==> src/rtl/glyph_fetch_sched_if.sv <==
// Host read port of the glyph ROM scheduler.
// Request/grant plus returned read data.
interface glyph_fetch_sched_if;
    logic       i_req;
    logic [6:0] i_addr;
    logic       o_ack;
    logic [7:0] o_rdata;
    logic       o_rvalid;

    modport master (
        output i_req,
        output i_addr,
        input  o_ack,
        input  o_rdata,
        input  o_rvalid
    );

    modport slave (
        input  i_req,
        input  i_addr,
        output o_ack,
        output o_rdata,
        output o_rvalid
    );
endinterface

==> src/rtl/glyph_fetch_sched.sv <==
// Glyph ROM arbiter: one display fetch per 16-clock cell at slot 12,
// host reads in all other slots, plus the glyph bit serialiser.
module glyph_fetch_sched #(
    parameter int H_TOTAL = 800,
    parameter int V_TOTAL = 525
) (
    input  logic                 i_clk,
    input  logic                 i_rst_n,
    input  logic [9:0]           i_hpos,
    input  logic [9:0]           i_vpos,
    input  logic                 i_visible,
    output logic                 o_rom_en,
    output logic [6:0]           o_rom_addr,
    input  logic [7:0]           i_rom_data,
    glyph_fetch_sched_if.slave   host,
    output logic                 o_pixel,
    output logic [2:0]           o_pal_idx
);

    typedef enum logic [1:0] {
        IDLE,
        DISP,
        HOST
    } state_t;

    localparam logic [5:0] CELLS = 6'(H_TOTAL / 16);
    localparam logic [9:0] VLAST = 10'(V_TOTAL - 1);

    state_t     r_state;
    logic [7:0] r_pref;
    logic [7:0] r_shift;
    logic [2:0] r_pend;
    logic [2:0] r_digit;
    logic [7:0] r_rdata;
    logic       r_rvalid;
    logic       r_pixel;
    logic [2:0] r_pal;

    logic [3:0] w_slot;
    logic       w_disp;
    logic       w_last;
    logic       w_host;
    logic [5:0] w_cell_nx;
    logic       w_hwrap;
    logic       w_vwrap;
    logic [3:0] w_digit;
    logic [2:0] w_row_inc;
    logic [2:0] w_row;
    logic [6:0] w_addr;

    assign w_slot = i_hpos[3:0];
    assign w_disp = (w_slot == 4'd12);
    assign w_last = (w_slot == 4'd15);
    assign w_host = host.i_req & ~w_disp;

    // At slot 12, hpos+4 is the start of the next cell.
    assign w_cell_nx = i_hpos[9:4] + 6'd1;
    assign w_hwrap   = (w_cell_nx == CELLS);
    assign w_vwrap   = (i_vpos == VLAST);
    assign w_digit   = w_hwrap ? 4'd0 : w_cell_nx[3:0];
    assign w_row_inc = i_vpos[0] ? i_vpos[3:1] + 3'd1 : i_vpos[3:1];

    always_comb begin
        w_row = i_vpos[3:1];
        if (w_hwrap) begin
            w_row = w_vwrap ? 3'd0 : w_row_inc;
        end
    end

    always_comb begin
        w_addr = 7'd0;
        unique case (1'b1)
            w_disp: w_addr = {w_digit, w_row};
            w_host: w_addr = host.i_addr;
            default: w_addr = 7'd0;
        endcase
    end

    assign o_rom_en   = i_rst_n & (w_disp | w_host);
    assign o_rom_addr = i_rst_n ? w_addr : 7'd0;
    assign host.o_ack = i_rst_n & w_host;

    always_ff @(posedge i_clk or negedge i_rst_n) begin
        if (!i_rst_n) begin
            r_state  <= IDLE;
            r_pref   <= 8'd0;
            r_shift  <= 8'd0;
            r_pend   <= 3'd0;
            r_digit  <= 3'd0;
            r_rdata  <= 8'd0;
            r_rvalid <= 1'b0;
            r_pixel  <= 1'b0;
            r_pal    <= 3'd0;
        end else begin
            r_rvalid <= 1'b0;
            unique case (r_state)
                DISP: r_pref <= i_rom_data;
                HOST: begin
                    r_rdata  <= i_rom_data;
                    r_rvalid <= 1'b1;
                end
                default: ;
            endcase

            unique case (1'b1)
                w_disp: begin
                    r_state <= DISP;
                    r_pend  <= w_digit[2:0];
                end
                w_host: r_state <= HOST;
                default: r_state <= IDLE;
            endcase

            // Odd clocks advance the glyph; slot 15 reloads the next cell.
            if (w_last) begin
                r_shift <= r_pref;
                r_digit <= r_pend;
            end else if (i_hpos[0]) begin
                r_shift <= {r_shift[6:0], 1'b0};
            end

            r_pixel <= i_visible & r_shift[7];
            r_pal   <= r_digit;
        end
    end

    assign host.o_rdata  = r_rdata;
    assign host.o_rvalid = r_rvalid;
    assign o_pixel       = r_pixel;
    assign o_pal_idx     = r_pal;

endmodule

==> src/flat_wrapper.sv <==
// flat-port wrapper written by rule: the top's interface ports become plain ports
module glyph_fetch_sched_flat 
#(
    parameter int H_TOTAL = 800,
    parameter int V_TOTAL = 525
)
  (i_clk, i_rst_n, i_hpos, i_vpos, i_visible, o_rom_en, o_rom_addr, i_rom_data, o_pixel, o_pal_idx, host_i_req, host_i_addr, host_o_ack, host_o_rdata, host_o_rvalid);
  glyph_fetch_sched_if host_i ();
  input  logic i_clk;
  input  logic i_rst_n;
  input  logic [9:0] i_hpos;
  input  logic [9:0] i_vpos;
  input  logic i_visible;
  output logic o_rom_en;
  output logic [6:0] o_rom_addr;
  input  logic [7:0] i_rom_data;
  output logic o_pixel;
  output logic [2:0] o_pal_idx;
  input wire logic [$bits(host_i.i_req)-1:0] host_i_req;
  input wire logic [$bits(host_i.i_addr)-1:0] host_i_addr;
  output wire logic [$bits(host_i.o_ack)-1:0] host_o_ack;
  output wire logic [$bits(host_i.o_rdata)-1:0] host_o_rdata;
  output wire logic [$bits(host_i.o_rvalid)-1:0] host_o_rvalid;
  assign host_i.i_req = host_i_req;
  assign host_i.i_addr = host_i_addr;
  assign host_o_ack = host_i.o_ack;
  assign host_o_rdata = host_i.o_rdata;
  assign host_o_rvalid = host_i.o_rvalid;
  glyph_fetch_sched #(.H_TOTAL(H_TOTAL), .V_TOTAL(V_TOTAL)) u_core (.i_clk(i_clk), .i_rst_n(i_rst_n), .i_hpos(i_hpos), .i_vpos(i_vpos), .i_visible(i_visible), .o_rom_en(o_rom_en), .o_rom_addr(o_rom_addr), .i_rom_data(i_rom_data), .host(host_i), .o_pixel(o_pixel), .o_pal_idx(o_pal_idx));
endmodule
==> config.mk <==
export PLATFORM = sky130hd
export DESIGN_NAME = glyph_fetch_sched_flat
export DESIGN_NICKNAME = d
export VERILOG_FILES = /design/src/rtl/glyph_fetch_sched_if.sv /design/src/rtl/glyph_fetch_sched.sv /design/src/flat_wrapper.sv
export SDC_FILE = /design/constraint.sdc
export NUM_CORES = 1
export LEC_CHECK = 0
export CORE_MARGIN = 2
export CORE_UTILIZATION = 40
export CTS_CLUSTER_SIZE = 12
export DETAILED_ROUTE_END_ITERATION = 12
export PLACE_DENSITY = 0.82
export SLEW_MARGIN = 20
export SYNTH_ARGS = -nofsm -noshare
export SYNTH_HDL_FRONTEND = slang
export SYNTH_SLANG_ARGS = --single-unit
export TNS_END_PERCENT = 100
==> constraint.sdc <==
create_clock -name i_clk -period 1.9 [get_ports i_clk]
set_input_delay 0.38 -clock i_clk [delete_from_list [all_inputs] [get_ports i_clk]]
set_output_delay 0.38 -clock i_clk [all_outputs]
set_load 0.02 [all_outputs]
After elaboration in Yosys (flattened, before gate mapping)
Index checks and enable logic that the tools add are counted.

word-level totals
  flip-flop bits (word level) = 37
  bits of input ports = 39
  output and inout bits = 22
  word-level logic and storage cells = 34

cells by class
  add/subtract/negate cells = 2
  equal/unequal tests = 6
  mux-type cells = 10
  bitwise logic cells = 6
  reduce and logical (&&, ||, !) cells = 1

operator list
  kind                                           count
  two-way mux 8 bit                              2
  one-hot mux 7 bit (2 select lines)             1
  == test 10 bit, second input constant          1
  two-way mux 3 bit                              3
  == test 4 bit, second input constant           2
  two-way mux 7 bit                              1
  adder 6 x 1 -> 6 bit, second input constant    1
  == test 6 bit, second input constant           1
  bitwise AND 1 bit                              4
  two-way mux 4 bit                              1
  one-hot mux 2 bit (2 select lines)             1
  adder 3 x 1 -> 3 bit, second input constant    1
  == test 2 x 1 -> 1 bit, second input constant  1
  == test 2 bit, second input constant           1
  nonzero test 2 bit                             1
  two-way mux 1 bit                              1
  inverter 1 bit                                 1
  OR 1 bit                                       1

Logic depth before layout (Yosys ltp)
  word-level depth = 6
  depth in mapped cells = 7
  depth with buffers taken out = 7

Worst setup path before layout
No wires, ideal clock.

  path kind = input -> output
  from = input port i_hpos[4]
  to = output port o_rom_addr[2]
  arrival time = 1.804 ns
  required time = 1.520 ns
  path slack = -0.284 ns
  stages on the path = 7
  path buffers = 1
  cells stage by stage = ha_1 > nor2_1 > o2bb2ai_1 > and3_1 > buf_6 > a41oi_1 > o311ai_1

on the way
  longest elaborated chain between the ends = 5

ends and longest elaborated chain
  what                                RTL line                 RTL
  from (decl)                         flat_wrapper.sv:11       input logic [9:0] i_hpos;
  adder 6 x 1 -> 6 bit                glyph_fetch_sched.sv:57  assign w_cell_nx = i_hpos[9:4] + 6'd1;
  == test 6 bit                       glyph_fetch_sched.sv:58  assign w_hwrap = (w_cell_nx == CELLS);
  two-way mux 3 bit                   glyph_fetch_sched.sv:65  if (w_hwrap) begin
  one-hot mux 7 bit (2 select lines)  glyph_fetch_sched.sv:72  unique case (1'b1)
  two-way mux 7 bit                   glyph_fetch_sched.sv:80  assign o_rom_addr = i_rst_n ? w_addr : 7'd0;
  to (decl)                           flat_wrapper.sv:15       output logic [6:0] o_rom_addr;

No other way between the ends.

Worst setup path after layout
  from = input port i_vpos[8]
  to = output port o_rom_addr[2]

on the way
  longest elaborated chain between the ends = 5

ends and longest elaborated chain
  what                                RTL line                 RTL
  from (decl)                         flat_wrapper.sv:12       input logic [9:0] i_vpos;
  == test 10 bit                      glyph_fetch_sched.sv:59  assign w_vwrap = (i_vpos == VLAST);
  two-way mux 3 bit                   glyph_fetch_sched.sv:66  w_row = w_vwrap ? 3'd0 : w_row_inc;
  two-way mux 3 bit                   glyph_fetch_sched.sv:65
  one-hot mux 7 bit (2 select lines)  glyph_fetch_sched.sv:72
  two-way mux 7 bit                   glyph_fetch_sched.sv:80

No other way between the ends.

==> results.py <==
metrics = {
    "run_status": {
        "status": "finished, violations left",
        "violations": "negative setup slack",
    },
    "global_route": {
        "grtUsageTotal_pct": 17.39,
        "grt_pass1_wl_mm": 6.762,
        "grt_pass1_vias": 1496,
        "grt_max_degree": 38,
        "grt_overflow": 0,
        "antenna_found_initial": 0,
    },
    "worst_setup_path": {
        "slowest_stage": "or4b_4",
        "crit_chain": "buf_6 > or4b_4 > nor4_4 > a21oi_1 > o211ai_1 > o311ai_2 > buf_4",
        "worst-path-max-fanout": 3,
        "crit_required_ns": 1.52,
        "cp-end-kind": "primary output",
        "max_stage_delay_ns": 0.54,
        "reg2reg_depth": 3,
        "crit_arrival_ns": 1.77,
        "cp_top_family": "simple AND/OR/NAND/NOR gates",
        "critPathBufInv": 2,
        "critical_path_class": "in -> out",
        "cp_num_cells": 7,
        "worstSetupStartpointType": "input port",
    },
    "sta": {
        "finalHoldViolCount": 0,
        "finalCriticalPeriod_ns": 2.151,
        "fmax_mhz": 465.0,
        "rsz0062_at_grt": "yes",
        "fin_skew_ns": 0.005625,
        "fin_crit_sh_pct": 113.2,
        "setup_tns_ns": -0.7706,
        "slew_headroom_pct": 69.18,
        "maxSlewViolCount": 0,
        "worst_pin_slew_ns": 0.4623,
        "setup_viol": 5,
        "fin_ws_ns": -0.2506,
    },
    "cts": {
        "hold_buffers": 0,
        "htreeDepth": 2,
        "cts_root_buffer": "clkbuf_8",
        "insertion_delay_ns": 0.29,
        "cts_sinks": 37,
        "cts_inserted_buffers": 5,
        "cts_tree": "built",
        "cts.clk_slew.worst_paths_ns": 0.07,
        "clock_path_buffers": 2,
    },
    "yosys": {
        "synth-simple-area-share_pct": 13.35,
        "async_reset_ff_share_pct": 100.0,
        "muxShareOfSynthArea_pct": 16.13,
        "yosys.area_share.xor_xnor_pct": 1.999,
        "syn-num-nets": 198,
        "synth_edf_count": 0,
        "yosysSeqAreaShare_pct": 52.82,
        "postSynthCellCount": 155,
        "ys_ff_latch": 37,
        "synth_top_family_by_area": "multiplexers",
        "mappedNetlistArea_um2": 1753,
        "ys_warn_count": 0,
        "ys.flop_type": "dfrtp_1",
        "synth_adder_area_share_pct": 2.855,
        "syn_area_per_cell_um2": 11.31,
        "synth_compound_area_share_pct": 9.065,
        "synth.distinct_cells": 35,
    },
    "detailed_routing": {
        "drc": 0,
        "num_vias": 1498,
        "dr.pass1.iters": 4,
        "drt_iter0_markers": 68,
        "post_drt_wl_per_cell_um": 14.49,
        "avgViaCountPerCell": 4.960,
        "drtAntennaViolNets": 0,
        "wirelength_mm": 4.377,
    },
    "power": {
        "p_per_area_nw_per_um2": 733.6,
        "ir_drop_v": 0.0003194,
        "leakage_nw": 1.328,
    },
    "final_layout": {
        "final_common_cell": "dfrtp_1",
        "fin_nets": 292,
        "n_antenna_cell": 0,
        "drive_above_1_share_pct": 44.40,
        "utilization_pct": 66.78,
        "final_cell_mix": "dfrtp_1, clkdlybuf4s50_1, buf_4",
        "synthToLayoutAreaGrowth_pct": 63.60,
    },
    "floorplan": {
        "start_util_pct": 40.82,
        "chipHeight_um": 70.20,
        "die-area_um2": 4928,
        "die_x_um": 70.20,
        "num_io_pins": 61,
        "core_um2": 4294,
        "num_rows": 24,
    },
    "place": {
        "hpwl_mm": 3.027,
        "routabilityCongestion": 0.7968,
        "post-place-ws_ns": -1.148,
        "io_buffers": 60,
    },
    "min_path": {
        "holdCritPathClass": "in -> async",
    },
    "job": {
        "cap_viol_max_count": 0,
    },
}
[through the flow]
step	power [mW]	area [um2]	hold WS, ns	instances
4_1_cts	2.091	2781	0.1723	299
6_report	2.104	2868	0.1676	302
5_1_grt	2.207	2868	0.2004	302
3_3_place_gp	1.528	2614	0.3570	284
2_1_floorplan	1.260	1809	0.08441	155
3_5_place_dp	1.554	2614	0.3675	284
[sequential cells by signal (all words and copies together), names as in the netlist]
signal	flops
u_core.host.o_rdata	8
u_core.host.o_rvalid	1
u_core.o_pal_idx	3
u_core.o_pixel	1
u_core.r_digit	3
u_core.r_pend	3
u_core.r_pref	8
u_core.r_shift	8
u_core.r_state	2
[final cells by class]
type                            count  area, um2
Sequential cell                    37      925.9
Fill cell                         315       1426
Inverter                            8      32.53
Timing Repair Buffer               94      842.1
Clock inverter                      3      17.52
Multi-Input combinational cell    103      915.9
Tap cell                           52      65.06
Clock buffer                        5      68.82
[power breakdown]
| group | switching [mW] | total [mW] | internal (mW) | leakage, nW |
|---|---|---|---|---|
| Sequential | 0.0697 | 1.00 | 0.933 | 0.447 |
| Combinational | 0.251 | 0.570 | 0.320 | 0.837 |
| Clock | 0.278 | 0.531 | 0.253 | 0.0439 |
| Total | 0.598 | 2.10 | 1.51 | 1.33 |
[logic make-up (layout without fill, tap and decap cells)]
logic type	Yosys count	after routing
muxes	26	26
and+or+nand+nor	45	45
AOI/OAI and AO/OA	24	24
DFF	37	37
buffers and inverters	15	110
xor gates and xnor gates	4	4
adders and majority gates	4	4
[routing by layer]
metal | vias up | routed length (um) | GRT usage, %
met3 | 8 | 153 | 3.752
li1 | 729 | - | -
met2 | 38 | 2276 | 29.31
met5 | - | 0 | 0
met4 | 0 | 63 | 6.838
met1 | 723 | 1884 | 21.80
[worst paths after layout]
kind                                                from  slack, ns                                 end
setup reg to reg             u_core.r_state[0]$_DFF_PN0_       0.54  u_core.host.o_rdata[1]$_DFFE_PN0P_
min in group i_clk         u_core.r_digit[2]$_DFFE_PN0P_       0.38       u_core.o_pal_idx[2]$_DFF_PN0_
setup / recovery                               i_vpos[8]      -0.25                       o_rom_addr[2]
hold reg to reg            u_core.r_digit[2]$_DFFE_PN0P_       0.38       u_core.o_pal_idx[2]$_DFF_PN0_
hold / removal                                   i_rst_n       0.17       u_core.r_shift[3]$_DFFE_PN0P_
max in group asynchronous                        i_rst_n       1.41        u_core.r_pref[5]$_DFFE_PN0N_
[cell usage after synthesis (all sizes together), types with 2 or more instances]
library cell   n  area share (%)
a21o           2            0.93
a21oi         11             3.1
and2           2            0.71
and3           3             1.1
buf            3             1.2
clkbuf         4            0.86
dfrtp         37              53
ha             4             2.9
inv            8             1.7
mux2          18              12
mux2i          8             4.6
nand2         11             2.4
nand2b         2            0.71
nand3          3            0.86
nand4          2            0.71
nor2          16             3.4
nor2b          2            0.71
o21ai          2            0.57
o22ai          2             1.1
or3            2            0.71
xnor2          3             1.5
[what timing repair did]
| item | 4_1_cts | 5_1_grt |
|---|---|---|
| pin swaps | 14 | 6 |
| resized for setup | 111 | 27 |
| setup buffers | 7 | 3 |
| setup endpoints to repair | 9 | 9 |
Note: power is estimated with default switching activity, not from simulation.
